[config.mk]
export PLATFORM = sky130hd
export DESIGN_NAME = uart_pi_arb
export DESIGN_NICKNAME = d
export VERILOG_FILES = /design/src/rtl/uart_pi_arb.sv
export SDC_FILE = /design/constraint.sdc
export NUM_CORES = 1
export LEC_CHECK = 0
export ABC_AREA = 1
export CAP_MARGIN = 20
export CORE_ASPECT_RATIO = 0.7
export CORE_UTILIZATION = 37
export CTS_CLUSTER_SIZE = 20
export DETAILED_ROUTE_END_ITERATION = 8
export PLACE_DENSITY = 0.87
export RECOVER_POWER = 50
export SYNTH_ARGS = -nofsm -noshare
export SYNTH_HDL_FRONTEND = slang
export SYNTH_SLANG_ARGS = --single-unit
[constraint.sdc]
create_clock -name clk -period 1.12 [get_ports clk]
set_clock_uncertainty 0.05 [all_clocks]
set_input_delay 0.224 -clock clk [delete_from_list [all_inputs] [get_ports clk]]
set_output_delay 0.224 -clock clk [all_outputs]
set_load 0.02 [all_outputs]
[src/rtl/uart_pi_arb.sv]
// -----------------------------------------------------------------------------
// uart_pi_arb
//
// Shares the UART's byte-wide processor interface between two bus masters.
// Ownership is granted round-robin. Each accepted access of the owner is
// registered for one cycle onto the pi_* port. UART read data is routed back
// only to the master that issued the read. A master that does not own the
// port cannot make any access reach the UART.
//
// Optional feature (compile-time macro UART_ARB_TIMEOUT_EN):
//   An idle-ownership watchdog revokes a grant that is held with no traffic
//   while the other master is waiting. Without the macro, ownership lasts as
//   long as req stays high, and arb_timeout_o is tied low.
//
// Parameters
//   TIMEOUT_W       watchdog counter width (used only with UART_ARB_TIMEOUT_EN)
//
// Ports
//   clk, rst_n      clock (rising edge), asynchronous active-low reset
//   mN_req_i        master N request / hold ownership (level), N = 0,1
//   mN_addr_i       master N register address
//   mN_wr_en_i      master N write strobe, one cycle per access
//   mN_rd_en_i      master N read strobe, one cycle per access
//   mN_wr_data_i    master N write data
//   mN_gnt_o        master N owns the interface (registered)
//   mN_rd_data_o    read data returned to master N
//   mN_rd_valid_o   one-cycle pulse, mN_rd_data_o valid
//   pi_blk_sel_o    UART block select, high with each forwarded strobe
//   pi_addr_o       forwarded address
//   pi_wr_en_o      forwarded write strobe
//   pi_rd_en_o      forwarded read strobe
//   pi_wr_data_o    forwarded write data
//   pi_rd_data_i    UART read data, valid the cycle after pi_rd_en_o
//   arb_timeout_o   one-cycle pulse when the watchdog revokes ownership
// -----------------------------------------------------------------------------
module uart_pi_arb #(
  parameter int TIMEOUT_W = 8
) (
  input  logic       clk,
  input  logic       rst_n,
  input  logic       m0_req_i,
  input  logic [3:0] m0_addr_i,
  input  logic       m0_wr_en_i,
  input  logic       m0_rd_en_i,
  input  logic [7:0] m0_wr_data_i,
  output logic       m0_gnt_o,
  output logic [7:0] m0_rd_data_o,
  output logic       m0_rd_valid_o,
  input  logic       m1_req_i,
  input  logic [3:0] m1_addr_i,
  input  logic       m1_wr_en_i,
  input  logic       m1_rd_en_i,
  input  logic [7:0] m1_wr_data_i,
  output logic       m1_gnt_o,
  output logic [7:0] m1_rd_data_o,
  output logic       m1_rd_valid_o,
  output logic       pi_blk_sel_o,
  output logic [3:0] pi_addr_o,
  output logic       pi_wr_en_o,
  output logic       pi_rd_en_o,
  output logic [7:0] pi_wr_data_o,
  input  logic [7:0] pi_rd_data_i,
  output logic       arb_timeout_o
);

  typedef enum logic [1:0] {IDLE, OWN0, OWN1, DRAIN} state_e;

  state_e     state_q, state_d;
  logic       last_owner_q, last_owner_d;   // 1 = m1 was granted last
  logic       m0_gnt_q, m1_gnt_q;

  // Forwarding stage (cycle after acceptance)
  logic       pi_blk_sel_q, pi_wr_en_q, pi_rd_en_q;
  logic [3:0] pi_addr_q;
  logic [7:0] pi_wr_data_q;
  logic       rd_tag_q;                     // issuer of the read in pi stage

  // UART data stage (read data valid on pi_rd_data_i this cycle)
  logic       rd_pend_q, pend_tag_q;

  // Return stage
  logic       m0_rd_valid_q, m1_rd_valid_q;
  logic [7:0] m0_rd_data_q, m1_rd_data_q;

  logic       acc0, acc1, acc_any;
  logic       rd_outstanding;
  logic       req0_ok, req1_ok;             // request eligible for a grant
  logic       revoke;
  logic       arb_timeout_q;

  // An access is taken only from the current owner while it still requests.
  assign acc0    = (state_q == OWN0) & m0_gnt_q & m0_req_i & (m0_wr_en_i | m0_rd_en_i);
  assign acc1    = (state_q == OWN1) & m1_gnt_q & m1_req_i & (m1_wr_en_i | m1_rd_en_i);
  assign acc_any = acc0 | acc1;

  // Reads still waiting for their return pulse: in the pi stage or waiting
  // for UART data. A read in the return stage has already delivered.
  assign rd_outstanding = pi_rd_en_q | rd_pend_q;

`ifdef UART_ARB_TIMEOUT_EN
  logic [TIMEOUT_W-1:0] wd_cnt_q, wd_cnt_d;
  logic                 blk0_q, blk1_q;     // revoked master must drop req first
  logic                 owner_idle;

  // Owner holds req with no traffic while the other master waits.
  assign owner_idle = ((state_q == OWN0) & m0_req_i & m1_req_i & ~acc0) |
                      ((state_q == OWN1) & m1_req_i & m0_req_i & ~acc1);
  assign revoke     = owner_idle & (&wd_cnt_q);
  assign wd_cnt_d   = (owner_idle & ~revoke) ? wd_cnt_q + 1'b1 : '0;

  assign req0_ok = m0_req_i & ~blk0_q;
  assign req1_ok = m1_req_i & ~blk1_q;

  always_ff @(posedge clk or negedge rst_n) begin
    if (!rst_n) begin
      wd_cnt_q <= '0;
      blk0_q   <= 1'b0;
      blk1_q   <= 1'b0;
    end else begin
      wd_cnt_q <= wd_cnt_d;
      if (revoke && state_q == OWN0) blk0_q <= 1'b1;
      else if (!m0_req_i)            blk0_q <= 1'b0;
      if (revoke && state_q == OWN1) blk1_q <= 1'b1;
      else if (!m1_req_i)            blk1_q <= 1'b0;
    end
  end
`else
  assign revoke  = 1'b0;
  assign req0_ok = m0_req_i;
  assign req1_ok = m1_req_i;
`endif

  // Next-state logic
  always_comb begin
    // NOTE: every combinational output gets a default first so no path can
    // leave it unassigned and infer a latch.
    state_d      = state_q;
    last_owner_d = last_owner_q;
    unique case (state_q)
      IDLE: begin
        // On a tie, the master not granted last wins.
        if (req0_ok && (!req1_ok || last_owner_q)) begin
          state_d      = OWN0;
          last_owner_d = 1'b0;
        end else if (req1_ok) begin
          state_d      = OWN1;
          last_owner_d = 1'b1;
        end
      end
      OWN0: if (!m0_req_i || revoke) state_d = rd_outstanding ? DRAIN : IDLE;
      OWN1: if (!m1_req_i || revoke) state_d = rd_outstanding ? DRAIN : IDLE;
      DRAIN: if (!rd_outstanding) state_d = IDLE;
      default: state_d = IDLE;
    endcase
  end

  always_ff @(posedge clk or negedge rst_n) begin
    // NOTE: sequential state uses non-blocking assignments so every register
    // samples pre-edge values regardless of statement order.
    if (!rst_n) begin
      // NOTE: data registers are reset too; reset must return every output,
      // including rd_data, to zero and discard any in-flight read.
      state_q       <= IDLE;
      last_owner_q  <= 1'b1;
      m0_gnt_q      <= 1'b0;
      m1_gnt_q      <= 1'b0;
      pi_blk_sel_q  <= 1'b0;
      pi_wr_en_q    <= 1'b0;
      pi_rd_en_q    <= 1'b0;
      pi_addr_q     <= '0;
      pi_wr_data_q  <= '0;
      rd_tag_q      <= 1'b0;
      rd_pend_q     <= 1'b0;
      pend_tag_q    <= 1'b0;
      m0_rd_valid_q <= 1'b0;
      m1_rd_valid_q <= 1'b0;
      m0_rd_data_q  <= '0;
      m1_rd_data_q  <= '0;
      arb_timeout_q <= 1'b0;
    end else begin
      state_q      <= state_d;
      last_owner_q <= last_owner_d;
      m0_gnt_q     <= (state_d == OWN0);
      m1_gnt_q     <= (state_d == OWN1);

      // Forward the accepted access; idle bus carries zeros.
      pi_blk_sel_q <= acc_any;
      pi_wr_en_q   <= acc1 ? m1_wr_en_i   : (acc0 & m0_wr_en_i);
      pi_rd_en_q   <= acc1 ? m1_rd_en_i   : (acc0 & m0_rd_en_i);
      pi_addr_q    <= acc1 ? m1_addr_i    : (acc0 ? m0_addr_i    : 4'h0);
      pi_wr_data_q <= acc1 ? m1_wr_data_i : (acc0 ? m0_wr_data_i : 8'h00);
      rd_tag_q     <= acc1;

      rd_pend_q    <= pi_rd_en_q;
      pend_tag_q   <= rd_tag_q;

      m0_rd_valid_q <= rd_pend_q & ~pend_tag_q;
      m1_rd_valid_q <= rd_pend_q &  pend_tag_q;
      if (rd_pend_q && !pend_tag_q) m0_rd_data_q <= pi_rd_data_i;
      if (rd_pend_q &&  pend_tag_q) m1_rd_data_q <= pi_rd_data_i;

      arb_timeout_q <= revoke;
    end
  end

  assign m0_gnt_o      = m0_gnt_q;
  assign m1_gnt_o      = m1_gnt_q;
  assign m0_rd_data_o  = m0_rd_data_q;
  assign m1_rd_data_o  = m1_rd_data_q;
  assign m0_rd_valid_o = m0_rd_valid_q;
  assign m1_rd_valid_o = m1_rd_valid_q;
  assign pi_blk_sel_o  = pi_blk_sel_q;
  assign pi_addr_o     = pi_addr_q;
  assign pi_wr_en_o    = pi_wr_en_q;
  assign pi_rd_en_o    = pi_rd_en_q;
  assign pi_wr_data_o  = pi_wr_data_q;
  assign arb_timeout_o = arb_timeout_q;

endmodule
---- After elaboration in Yosys (flattened, before gate mapping) ----
Index checks and enable logic that the tools add are counted.
cells by class
  eq/ne operators ......................... 5
  mux-type cells .......................... 15
  bitwise gates (word level) .............. 15
  reductions and logical operators ........ 9
operators by type and width
  operator                                              number
  two-way mux 8 bit                                     2
  two-way mux 2 bit                                     6
  bitwise AND 1 bit                                     10
  two-way mux 4 bit                                     2
  one-hot mux 2 bit (4 select lines)                    1
  equality test 2 bit (second input constant)           3
  equality test 2 x 1 -> 1 bit (second input constant)  2
  two-way mux 1 bit                                     4
  OR 1 bit                                              4
  logical AND 1 bit                                     3
  zero test 1 bit                                       2
  zero test 2 bit                                       1
  AND reduction 2 bit                                   1
  nonzero test 2 bit                                    1
  logical OR 1 bit                                      1
  NOT 1 bit                                             1
word-level totals
  bits in registers ....................... 41
  input port bits ......................... 40
  word-level logic and storage cells ...... 60

---- Depth between registers and ports, before layout ----
Gate-level depths: netlist of the first run.
  depth in word-level cells ............... 6
  mapped depth ............................ 8
  depth with buffers taken out ............ 7

---- Worst setup path after synthesis of the first run ----
Ideal clock, no wire load.
  path type ............................... flip-flop to flip-flop
  from .................................... register m1_gnt_q, in the netlist m1_gnt_o
  to ...................................... register pi_addr_q[1], in the netlist pi_addr_o[1]
  setup time .............................. 0.116 ns
  data arrival time ....................... 0.959 ns
  required time ........................... 0.954 ns
  setup slack ............................. -0.005 ns
  stages on the path, launching flop included .. 7
  period minus slack after synthesis ...... 1.125 ns
  cell sequence ........................... dfrtp_1 -> o21a_1 -> nand2_2 -> clkinv_2 -> buf_12 -> nand2_2 -> nand2_1
on the way
  longest elaborated chain between the ends .. 4
ends and longest elaborated chain
  item                             line  RTL
  start: declaration               70    logic m0_gnt_q, m1_gnt_q;
  start signal: assignment         184   m1_gnt_q <= (state_d == OWN1);
  bitwise AND 1 bit (3 in series)  93    assign acc1 = (state_q == OWN1) & m1_gnt_q & m1_req_i & (m1_wr_en_i | m1_rd_en_i);
  named net acc1                   85    logic acc0, acc1, acc_any;
  two-way mux 4 bit                190   pi_addr_q <= acc1 ? m1_addr_i : (acc0 ? m0_addr_i : 4'h0);
  end signal: assignment           190
  end: declaration                 74    logic [3:0] pi_addr_q;
The timed path passes the listed nets, and every way through them passes these cells.
A chain may end at the register's enable or synchronous reset.

---- Worst setup path after layout of the first run ----
  from .................................... register pi_rd_en_q, in the netlist pi_rd_en_o
  to ...................................... register m0_gnt_q, in the netlist m0_gnt_o
on the way
  longest elaborated chain between the ends .. 5
  elaborated cells between the ends (all ways) .. 7
  those cells by class .................... eq/ne (1); mux (5); bitwise (1)
ends and longest elaborated chain
  item                                  line      RTL
  start: declaration                    73        logic pi_blk_sel_q, pi_wr_en_q, pi_rd_en_q;
  start signal: assignment              189       pi_rd_en_q <= acc1 ? m1_rd_en_i : (acc0 & m0_rd_en_i);
  OR 1 bit *                            98        assign rd_outstanding = pi_rd_en_q | rd_pend_q;
  two-way mux 2 bit                     150, 151
  two-way mux 2 bit (on tied branches)  151, 150
  one-hot mux 2 bit (4 select lines) *  139       unique case (state_q)
  equality test 2 x 1 -> 1 bit *        183       m0_gnt_q <= (state_d == OWN0);
  end signal: assignment                183
  end: declaration                      70
Mark *: on every way between the ends. The rest lies on a longest branch, timed or not.

==> results of run 1 <==
[state kept, by name, indices dropped and copies added (netlist names), 2 cells and up]
name / flops
pi_addr_o: 4
m0_rd_data_o: 8
m1_rd_data_o: 8
pi_wr_data_o: 8
state_q: 2
[repair_timing]
| action | in CTS | in global routing |
|---|---|---|
| gates resized for setup | 186 | 36 |
| cloned | 1 | 0 |
| pin swaps | 8 | 6 |
| setup buffers | 5 | 5 |
| endpoints found under the hold margin | 40 | 0 |
| hold buffers | 1 | 0 |
| endpoints found under the setup margin | 61 | 52 |
[cells in the final DEF, fill, tap and decap left out, types with 8 or more instances in the layout]
master / instances
sky130_fd_sc_hd__nand2_1: 45
sky130_fd_sc_hd__inv_1: 11
sky130_fd_sc_hd__dfrtp_1: 37
sky130_fd_sc_hd__buf_4: 22
sky130_fd_sc_hd__o21ai_1: 8
sky130_fd_sc_hd__nand2_2: 14
sky130_fd_sc_hd__clkdlybuf4s50_1: 37
sky130_fd_sc_hd__buf_2: 13
sky130_fd_sc_hd__o21ai_0: 8
sky130_fd_sc_hd__buf_6: 24
sky130_fd_sc_hd__nand3_1: 19
[metal layers]
metal  vias up  GRT usage, %  wire length (um)
met2        64          30.3              1980
met4         0          8.27                63
met1       721          22.1              1850
met5         -             0                 0
met3         6          5.27               365
li1        769             -                 -
[logic make-up (layout without fill, tap and decap cells)]
kind of cell,Yosys count,after routing,synth area share [%]
other cells,1,1,0.224
compound gates,22,22,6.94
simple gates,90,90,24.3
buf+inv,24,129,7.24
flops,41,41,61.3
[stage by stage]
step	worst slack [ps]	total power, mW	instance area [um^2]
6_report	-73.1	5.34	2800
4_1_cts	-48.8	5.03	2660
3_3_place_gp	-311	3.89	2590
5_1_grt	-169	5.64	2800
2_1_floorplan	6.46	2.95	1680
3_5_place_dp	-329	3.95	2590
[area by class of cell]
cell class	count	area, um^2
clock buffers	7	86.3
repair inverters	1	7.51
repair buffers	103	946
multi-input cells	113	587
fillers	374	1550
flip-flops and latches	41	1030
inverters	18	76.3
well taps	55	68.8
[worst reg2reg max path, stage by stage (launching register included)]
cell	delay, ps
sky130_fd_sc_hd__dfrtp_1	380
sky130_fd_sc_hd__clkbuf_1	160
sky130_fd_sc_hd__inv_2	50
sky130_fd_sc_hd__nand2_2	110
sky130_fd_sc_hd__nand3_1	140
sky130_fd_sc_hd__nand3_1	100
sky130_fd_sc_hd__nand2_1	60
sky130_fd_sc_hd__nor2_1	80
[power breakdown]
group / leakage (nW) / switching (mW) / internal (mW)
Clock: 0.0443 / 0.496 / 0.489
Combinational: 0.923 / 1.12 / 1.15
Sequential: 0.501 / 0.263 / 1.82
Total: 1.47 / 1.88 / 3.46
[path summary, 6_finish.rpt]
path                       slack (ps)                           to                  from  cells past startpoint
max reg2reg                       -70           m0_gnt_o$_DFF_PN0_  pi_rd_en_o$_DFF_PN0_                      7
max                               -70           m0_gnt_o$_DFF_PN0_  pi_rd_en_o$_DFF_PN0_                      7
min in group asynchronous         460  m1_rd_data_o[4]$_DFFE_PN0P_                 rst_n                      3
max in group asynchronous         140         state_q[1]$_DFF_PN0_                 rst_n                      3
min                               300         pend_tag_q$_DFF_PN0_    rd_tag_q$_DFF_PN0_                      0
min reg2reg                       300         pend_tag_q$_DFF_PN0_    rd_tag_q$_DFF_PN0_                      0
==> PnR_summary.wiki, run 1 <==
{| class="wikitable"
! Metric !! Value
|-
| Overall die area || 4810 um^2
|-
| Buffers and inverters on the worst path || 2
|-
| Worst hold-check path type || reg -> reg
|-
| Initial Util || 38.5%
|-
| Final weighted congestion in routability-driven placement || slightly above 0.8
|-
| Cell taking the most area after synthesis || sky130_fd_sc_hd__dfrtp_1
|-
| Top cell type's share of synthesized area || around three fifths
|-
| Half-perimeter wire length of the detailed placement result || ~3.0 mm
|-
| Final routed DRC violation total || 0
|-
| Proportion of synthesized chip area in sequential cells || 61.3%
|-
| Number of antenna diodes || 0
|-
| Post-Syn Nets || 218
|-
| Transition time at the pin with the least slew margin || 512 ps
|-
| Skew-Pair Late Insertion Delay || approximately 300 ps
|-
| Total Negative Setup Slacks || -1040 ps
|-
| Vias in the first global route || roughly 1500
|-
| Maximum number of pins on one net before global-route repair || 25
|-
| Clock slew at reported path FFs || 70 ps
|-
| Required @ worst endpoint || 1300 ps
|-
| Post-synth top cells || 49 x sky130_fd_sc_hd__nand2_1, 40 x sky130_fd_sc_hd__dfrtp_1, 22 x sky130_fd_sc_hd__nand3_1, 18 x sky130_fd_sc_hd__o21ai_0, 14 x sky130_fd_sc_hd__inv_1
|-
| Yosys reg bits || between 40 and 50
|-
| Mean post-synth cell area || about 9.4 um^2
|-
| Share of synthesized registers carrying an async set or reset || 100%
|-
| Number of synthesized flops with an enable pin || 0
|-
| Final antenna-violating net count || 0
|-
| Worst Setup Slack, final || -73.1 ps
|-
| Cell area after synthesis || approximately 1700 um^2
|-
| Critical path's largest stage delay || 380 ps
|-
| Cell family with the largest share of critical-path delay || simple AND/OR/NAND/NOR gates
|-
| TritonCTS clock tree || done
|-
| Syn-to-layout area delta || 67.2%
|-
| Net count, final || approximately 320
|-
| Number of setup violations in the final report || 26
|-
| Worst Path Arrival || 1380 ps
|-
| Overflow left after global routing || 0
|-
| Instance count of the mapped netlist || 178
|-
| H-Tree Depth || 2
|-
| Via-per-instance ratio || ~4.6
|-
| Die span in x || 82.5 um
|-
| Number of hold violations in the final report || 0
|-
| Worst slew margin relative to its limit || approximately 66%
|-
| Buffers added on ports || between 70 and 80
|-
| Clk buf depth || 2
|-
| RSZ-0062 raised after global routing || true
|-
| Most instantiated flip-flop cell in the synthesis netlist || sky130_fd_sc_hd__dfrtp_1
|-
| Number of placement rows || 20
|-
| Pins Over Slew Limit || 0
|-
| Total via count after detailed routing || ~1600
|-
| Share of layout cells above drive strength 1 || around 37%
|-
| Cell-by-cell listing of the critical path || clkbuf_1 > inv_2 > nand2_2 > nand3_1 > nand3_1 > nand2_1 > nor2_1
|-
| Most used standard cell by instance count after synthesis || sky130_fd_sc_hd__nand2_1
|-
| Clk root buf || sky130_fd_sc_hd__clkbuf_8
|-
| Slowest cell on the critical path || sky130_fd_sc_hd__dfrtp_1
|-
| Failing checks || setup timing
|-
| Number of DRC violations after detailed-routing iteration 0 || 60
|-
| Overall global routing resource usage || between 10% and 20%
|-
| Synth Warn # || 0
|-
| Endpoint kind of the worst setup timing path || flop
|-
| Type of origin of the critical path || flop
|-
| Post-layout minimum cycle time || 1190 ps
|-
| Start-to-end type of the worst setup path || reg -> reg
|-
| Tightest hold margin || approximately 300 ps
|-
| Worst-case vdd ir drop || approximately 1000 uV
|-
| Static leakage || between 1 and 1.5 nW
|-
| WL final || approximately 4.3 mm
|-
| First-pass GRT wire length || between 6 and 7 mm
|-
| Power per standard cell area || roughly 1900 nW/um^2
|-
| Post-layout instance count excluding filler cells || about 340
|-
| Mean routed wirelength per cell || around 13 um
|-
| Core Box Area || about 4400 um^2
|-
| I/O pin count || between 70 and 80
|-
| Post-route core utilization || ~64%
|-
| Number of detailed-routing iterations run before antenna repair || 4
|-
| Vertical extent of the die || 58.3 um
|-
| Worst path most repeated cell || sky130_fd_sc_hd__nand3_1
|-
| Cell types occupying the most area after synthesis || sky130_fd_sc_hd__dfrtp_1 60%, sky130_fd_sc_hd__nand2_1 11%, sky130_fd_sc_hd__nand3_1 6.6%
|-
| CP Max Fanout || 4
|-
| Number of antenna violations at the first check in global routing || 0
|-
| Final Cycle Share || 107%
|-
| Total number of clock tree sinks || ~40
|-
| Max Cap Violations || 0
|-
| Inserted Clock Buffers || 5
|-
| Number of distinct library cells after synthesis || 21
|-
| Run status || finished with violations
|-
| Fmax || approximately 0.84 GHz
|-
| Number of placed cells counting well taps || 319
|}
Note: power is estimated with default switching activity, not from simulation.
==> run 2: changes to the inputs <==
==> config.mk (replaced) <==
export PLATFORM = sky130hd
export DESIGN_NAME = uart_pi_arb
export DESIGN_NICKNAME = d
export VERILOG_FILES = /design/src/rtl/uart_pi_arb.sv
export SDC_FILE = /design/constraint.sdc
export NUM_CORES = 1
export LEC_CHECK = 0
export CAP_MARGIN = 20
export CORE_ASPECT_RATIO = 0.7
export CORE_UTILIZATION = 35
export CTS_CLUSTER_SIZE = 20
export DETAILED_ROUTE_END_ITERATION = 8
export PLACE_DENSITY = 0.86
export RECOVER_POWER = 50
export REMOVE_ABC_BUFFERS = 1
export SYNTH_ARGS = -nofsm -noshare
export SYNTH_HDL_FRONTEND = slang
export SYNTH_SLANG_ARGS = --single-unit
==> run 2 against run 1 <==
Effect of this change:
- the flow still finishes with violations (setup timing)
- core utilization grew 3.2 points
- synthesized area shrank 9.0%
- final area shrank 2.5%
- sequential share of layout area grew 0.82 points
- wire length shrank 6.2%
- first-iteration DRC count shrank 52%
- synthesized cell count shrank 44%
- clock-buffer cell count shrank 2
- setup slack gained 5.6 ps
- critical endpoint is now pi_addr_o[2]$_DFF_PN0_
==> PnR_summary.wiki, run 2 <==
{| class="wikitable"
! Metric !! Value
|-
| Run status || finished with violations
|-
| Failing checks || setup timing
|-
| Static leakage || about 1.4 nW
|-
| Proportion of power drawn by flip-flops and latches || roughly two fifths
|-
| Clk root buf || sky130_fd_sc_hd__clkbuf_8
|-
| Skew-Pair Late Insertion Delay || between 200 and 300 ps
|-
| Overflow left after global routing || 0
|-
| Number of DRC violations after detailed-routing iteration 0 || 29
|-
| WL final || around 4 mm
|-
| Start-to-end type of the worst setup path || reg -> reg
|-
| Seq. cell area || 1030 um^2
|-
| Via-per-instance ratio || 4.85
|-
| Post-synth top cells || 40 x sky130_fd_sc_hd__dfrtp_1, 16 x sky130_fd_sc_hd__mux2_1, 14 x sky130_fd_sc_hd__a22o_1, 3 x sky130_fd_sc_hd__inv_1, 3 x sky130_fd_sc_hd__nor2_1
|-
| Commonest cells after routing, fill and taps aside || 40 x sky130_fd_sc_hd__dfrtp_1, 36 x sky130_fd_sc_hd__clkdlybuf4s50_1, 21 x sky130_fd_sc_hd__buf_6, 21 x sky130_fd_sc_hd__buf_4, 16 x sky130_fd_sc_hd__mux2_4
|-
| Syn-to-layout area delta || 79.1%
|-
| Share of layout cells above drive strength 1 || between 40% and 50%
|-
| Final Cycle Share || 106%
|-
| Core Box Area || 4040 um^2
|-
| Compound-cell area share of the yosys netlist || around an eighth
|-
| Cell taking the most area after synthesis || sky130_fd_sc_hd__dfrtp_1
|-
| Required @ worst endpoint || 1300 ps
|-
| Leading cell type in the layout, fill and taps excluded || sky130_fd_sc_hd__dfrtp_1
|-
| First-pass GRT wire length || 6.16 mm
|-
| Worst-case vdd ir drop || about 990 uV
|-
| Net count, final || around 250
|-
| Die span in x || 80.9 um
|-
| Most instantiated flip-flop cell in the synthesis netlist || sky130_fd_sc_hd__dfrtp_1
|-
| Mean routed wirelength per cell || around 15 um
|-
| Clock network fraction of design power || a little under a quarter
|-
| Yosys reg bits || a little over 40
|-
| Final routed DRC violation total || 0
|-
| Instance count of the mapped netlist || 100
|-
| Fraction of synthesized cell area in xor and xnor cells || 0%
|-
| Proportion of synthesized chip area in sequential cells || roughly two thirds
|-
| Number of antenna violations at the first check in global routing || 0
|-
| Worst hold-check path type || in -> async
|-
| Clock slew at reported path FFs || 70 ps
|-
| Final weighted congestion in routability-driven placement || around 0.66
|-
| Mux cell area share after synthesis || 11.8%
|-
| Number of detailed-routing iterations run before antenna repair || 4
|-
| Tightest hold margin || between 200 and 300 ps
|-
| Main combinational cell family by area after synthesis || compound AO/OA/AOI/OAI gates
|-
| Buffers added on ports || 74
|-
| Switching part of the total power || 28.7%
|-
| Layout fillers || roughly 300
|-
| Post-route core utilization || between 60% and 70%
|-
| Fmax || between 0.8 and 0.9 GHz
|-
| Vias in the first global route || between 1000 and 1500
|-
| Number of placement rows || 19
|-
| Worst setup slack before clock tree synthesis || -397 ps
|-
| H-Tree Depth || 2
|-
| Inserted Clock Buffers || 5
|-
| Number of antenna diodes || 0
|-
| Total via count after detailed routing || ~1300
|-
| Worst Path Arrival || 1360 ps
|-
| Number of synthesized flops with an enable pin || 0
|-
| CP Max Fanout || 7
|-
| Cell types occupying the most area after synthesis || sky130_fd_sc_hd__dfrtp_1 66%, sky130_fd_sc_hd__mux2_1 12%, sky130_fd_sc_hd__a22o_1 8.0%
|-
| Type of origin of the critical path || flop
|-
| Footprint of the multi-input gates || ~600 um^2
|-
| Number of distinct library cells after synthesis || 26
|-
| Net switching power || between 1 and 1.5 mW
|-
| Synthesized-area fraction occupied by adder cells || 0%
|-
| Cell internal pwr || approximately 3.3 mW
|-
| Number of hold violations in the final report || 0
|-
| Pins Over Slew Limit || 0
|-
| Cell area after synthesis || 1530 um^2
|-
| Overall die area || roughly 4600 um^2
|-
| Top cell type's share of synthesized area || around two thirds
|-
| Worst Setup Slack, final || -67.5 ps
|-
| Share of synthesized registers carrying an async set or reset || 100%
|-
| Clk buf depth || 2
|-
| Maximum number of pins on one net before global-route repair || 19
|-
| Combinational cell fraction of total power || about a third
|-
| Mean post-synth cell area || 15.3 um^2
|-
| Post-layout minimum cycle time || around 1200 ps
|-
| Power per standard cell area || 1720 nW/um^2
|-
| Total number of clock tree sinks || a little over 40
|-
| Worst setup path startpoint || state_q[1]$_DFF_PN0_
|-
| Final antenna-violating net count || 0
|-
| Endpoint kind of the worst setup timing path || flop
|-
| Fin area || around 2700 um^2
|-
| Half-perimeter wire length of the detailed placement result || about 2.7 mm
|-
| Max Cap Violations || 0
|-
| Synth Warn # || 0
|-
| TritonCTS clock tree || done
|-
| I/O pin count || between 70 and 80
|-
| Most used standard cell by instance count after synthesis || sky130_fd_sc_hd__dfrtp_1
|-
| Initial Util || 37.7%
|-
| Overall global routing resource usage || a little under a fifth
|-
| Vertical extent of the die || roughly 57 um
|-
| Number of setup violations in the final report || 30
|-
| RSZ-0062 raised after global routing || true
|-
| Startpoint of the worst register-to-register path || state_q[1]$_DFF_PN0_
|-
| Area share of and/or/nand/nor cells after synthesis || about 4.5%
|-
| Placement-stage cell area || approximately 2400 um^2
|}
==> run 2: cell types whose count changed after synthesis, sizes merged, moves of 2 or more <==
cell    change
nand2      -58
nand3      -22
mux2       +16
o21ai      -15
a22o       +14
inv        -14
nor2        -4
nand2b      +2
==> run 2: layer usage <==
| layer | routed length [um] | track usage [%] | up-vias |
|---|---|---|---|
| li1 | - | - | 572 |
| met1 | 1520 | 19.4 | 617 |
| met2 | 2030 | 31.6 | 56 |
| met3 | 392 | 8.32 | 7 |
| met4 | 57 | 8.16 | 0 |
| met5 | 0 | 0 | - |
==> run 2: worst paths after layout <==
check	endpoint	slack, ps	cells past startpoint
worst max-delay path	pi_addr_o[2]$_DFF_PN0_	-70	3
max in group asynchronous	pi_wr_data_o[0]$_DFF_PN0_	180	3
worst min register to register	pend_tag_q$_DFF_PN0_	300	0
worst max register to register	pi_addr_o[2]$_DFF_PN0_	-70	3
min in group clk	pend_tag_q$_DFF_PN0_	300	0
worst min-delay path	pi_addr_o[1]$_DFF_PN0_	280	2
==> run 2: stage by stage <==
step	cells	total power, mW	TNS [ps]
after floorplan	96	2.46	-870
after global placement	236	3.17	-8600
after detailed placement	236	3.24	-9830
after CTS	249	4.38	-1610
after global routing	258	4.88	-2350
final	258	4.69	-1190
==> run 2: power by group through the flow <==
stage	Combinational, mW	Clock [mW]	Sequential [mW]
floorplan	0.270	0	2.19
global route	1.69	1.20	1.98
finish	1.61	1.13	1.96
global placement	1.26	0	1.91
detailed placement	1.30	0	1.94
CTS	1.30	1.15	1.92
==> run 2: cell families (layout without fill, tap and decap cells) <==
kind of cell,Yosys count,after routing
flip-flops,41,41
AO/OA/AOI/OAI,25,26
multiplexers,16,16
AND/OR/NAND/NOR,10,11
buffers and inverters,7,111
other,1,1
==> run 2: what timing repair did <==
action,CTS,global route
hold buffers,1,0
buffers inserted,4,9
setup endpoints to repair,70,57
pin swaps,12,9
gates resized for setup,176,40
cloned,2,1
endpoints found under the hold margin,15,0
==> run 2: worst max-delay path: stages, from the launching register on <==
cell and delay [ps]:
sky130_fd_sc_hd__dfrtp_1 400, sky130_fd_sc_hd__and4b_4 370, sky130_fd_sc_hd__o21a_4 180, sky130_fd_sc_hd__a22o_1 130
==> run 2: final cells by class <==
cell class / count / share of cell area (%)
Sequential cell: 41 / 37.6
Inverter: 3 / 0.412
Clock inverter: 2 / 1.28
Clock buffer: 5 / 2.52
Tap cell: 52 / 2.38
Timing Repair Buffer: 101 / 34.1
Multi-Input combinational cell: 54 / 21.7
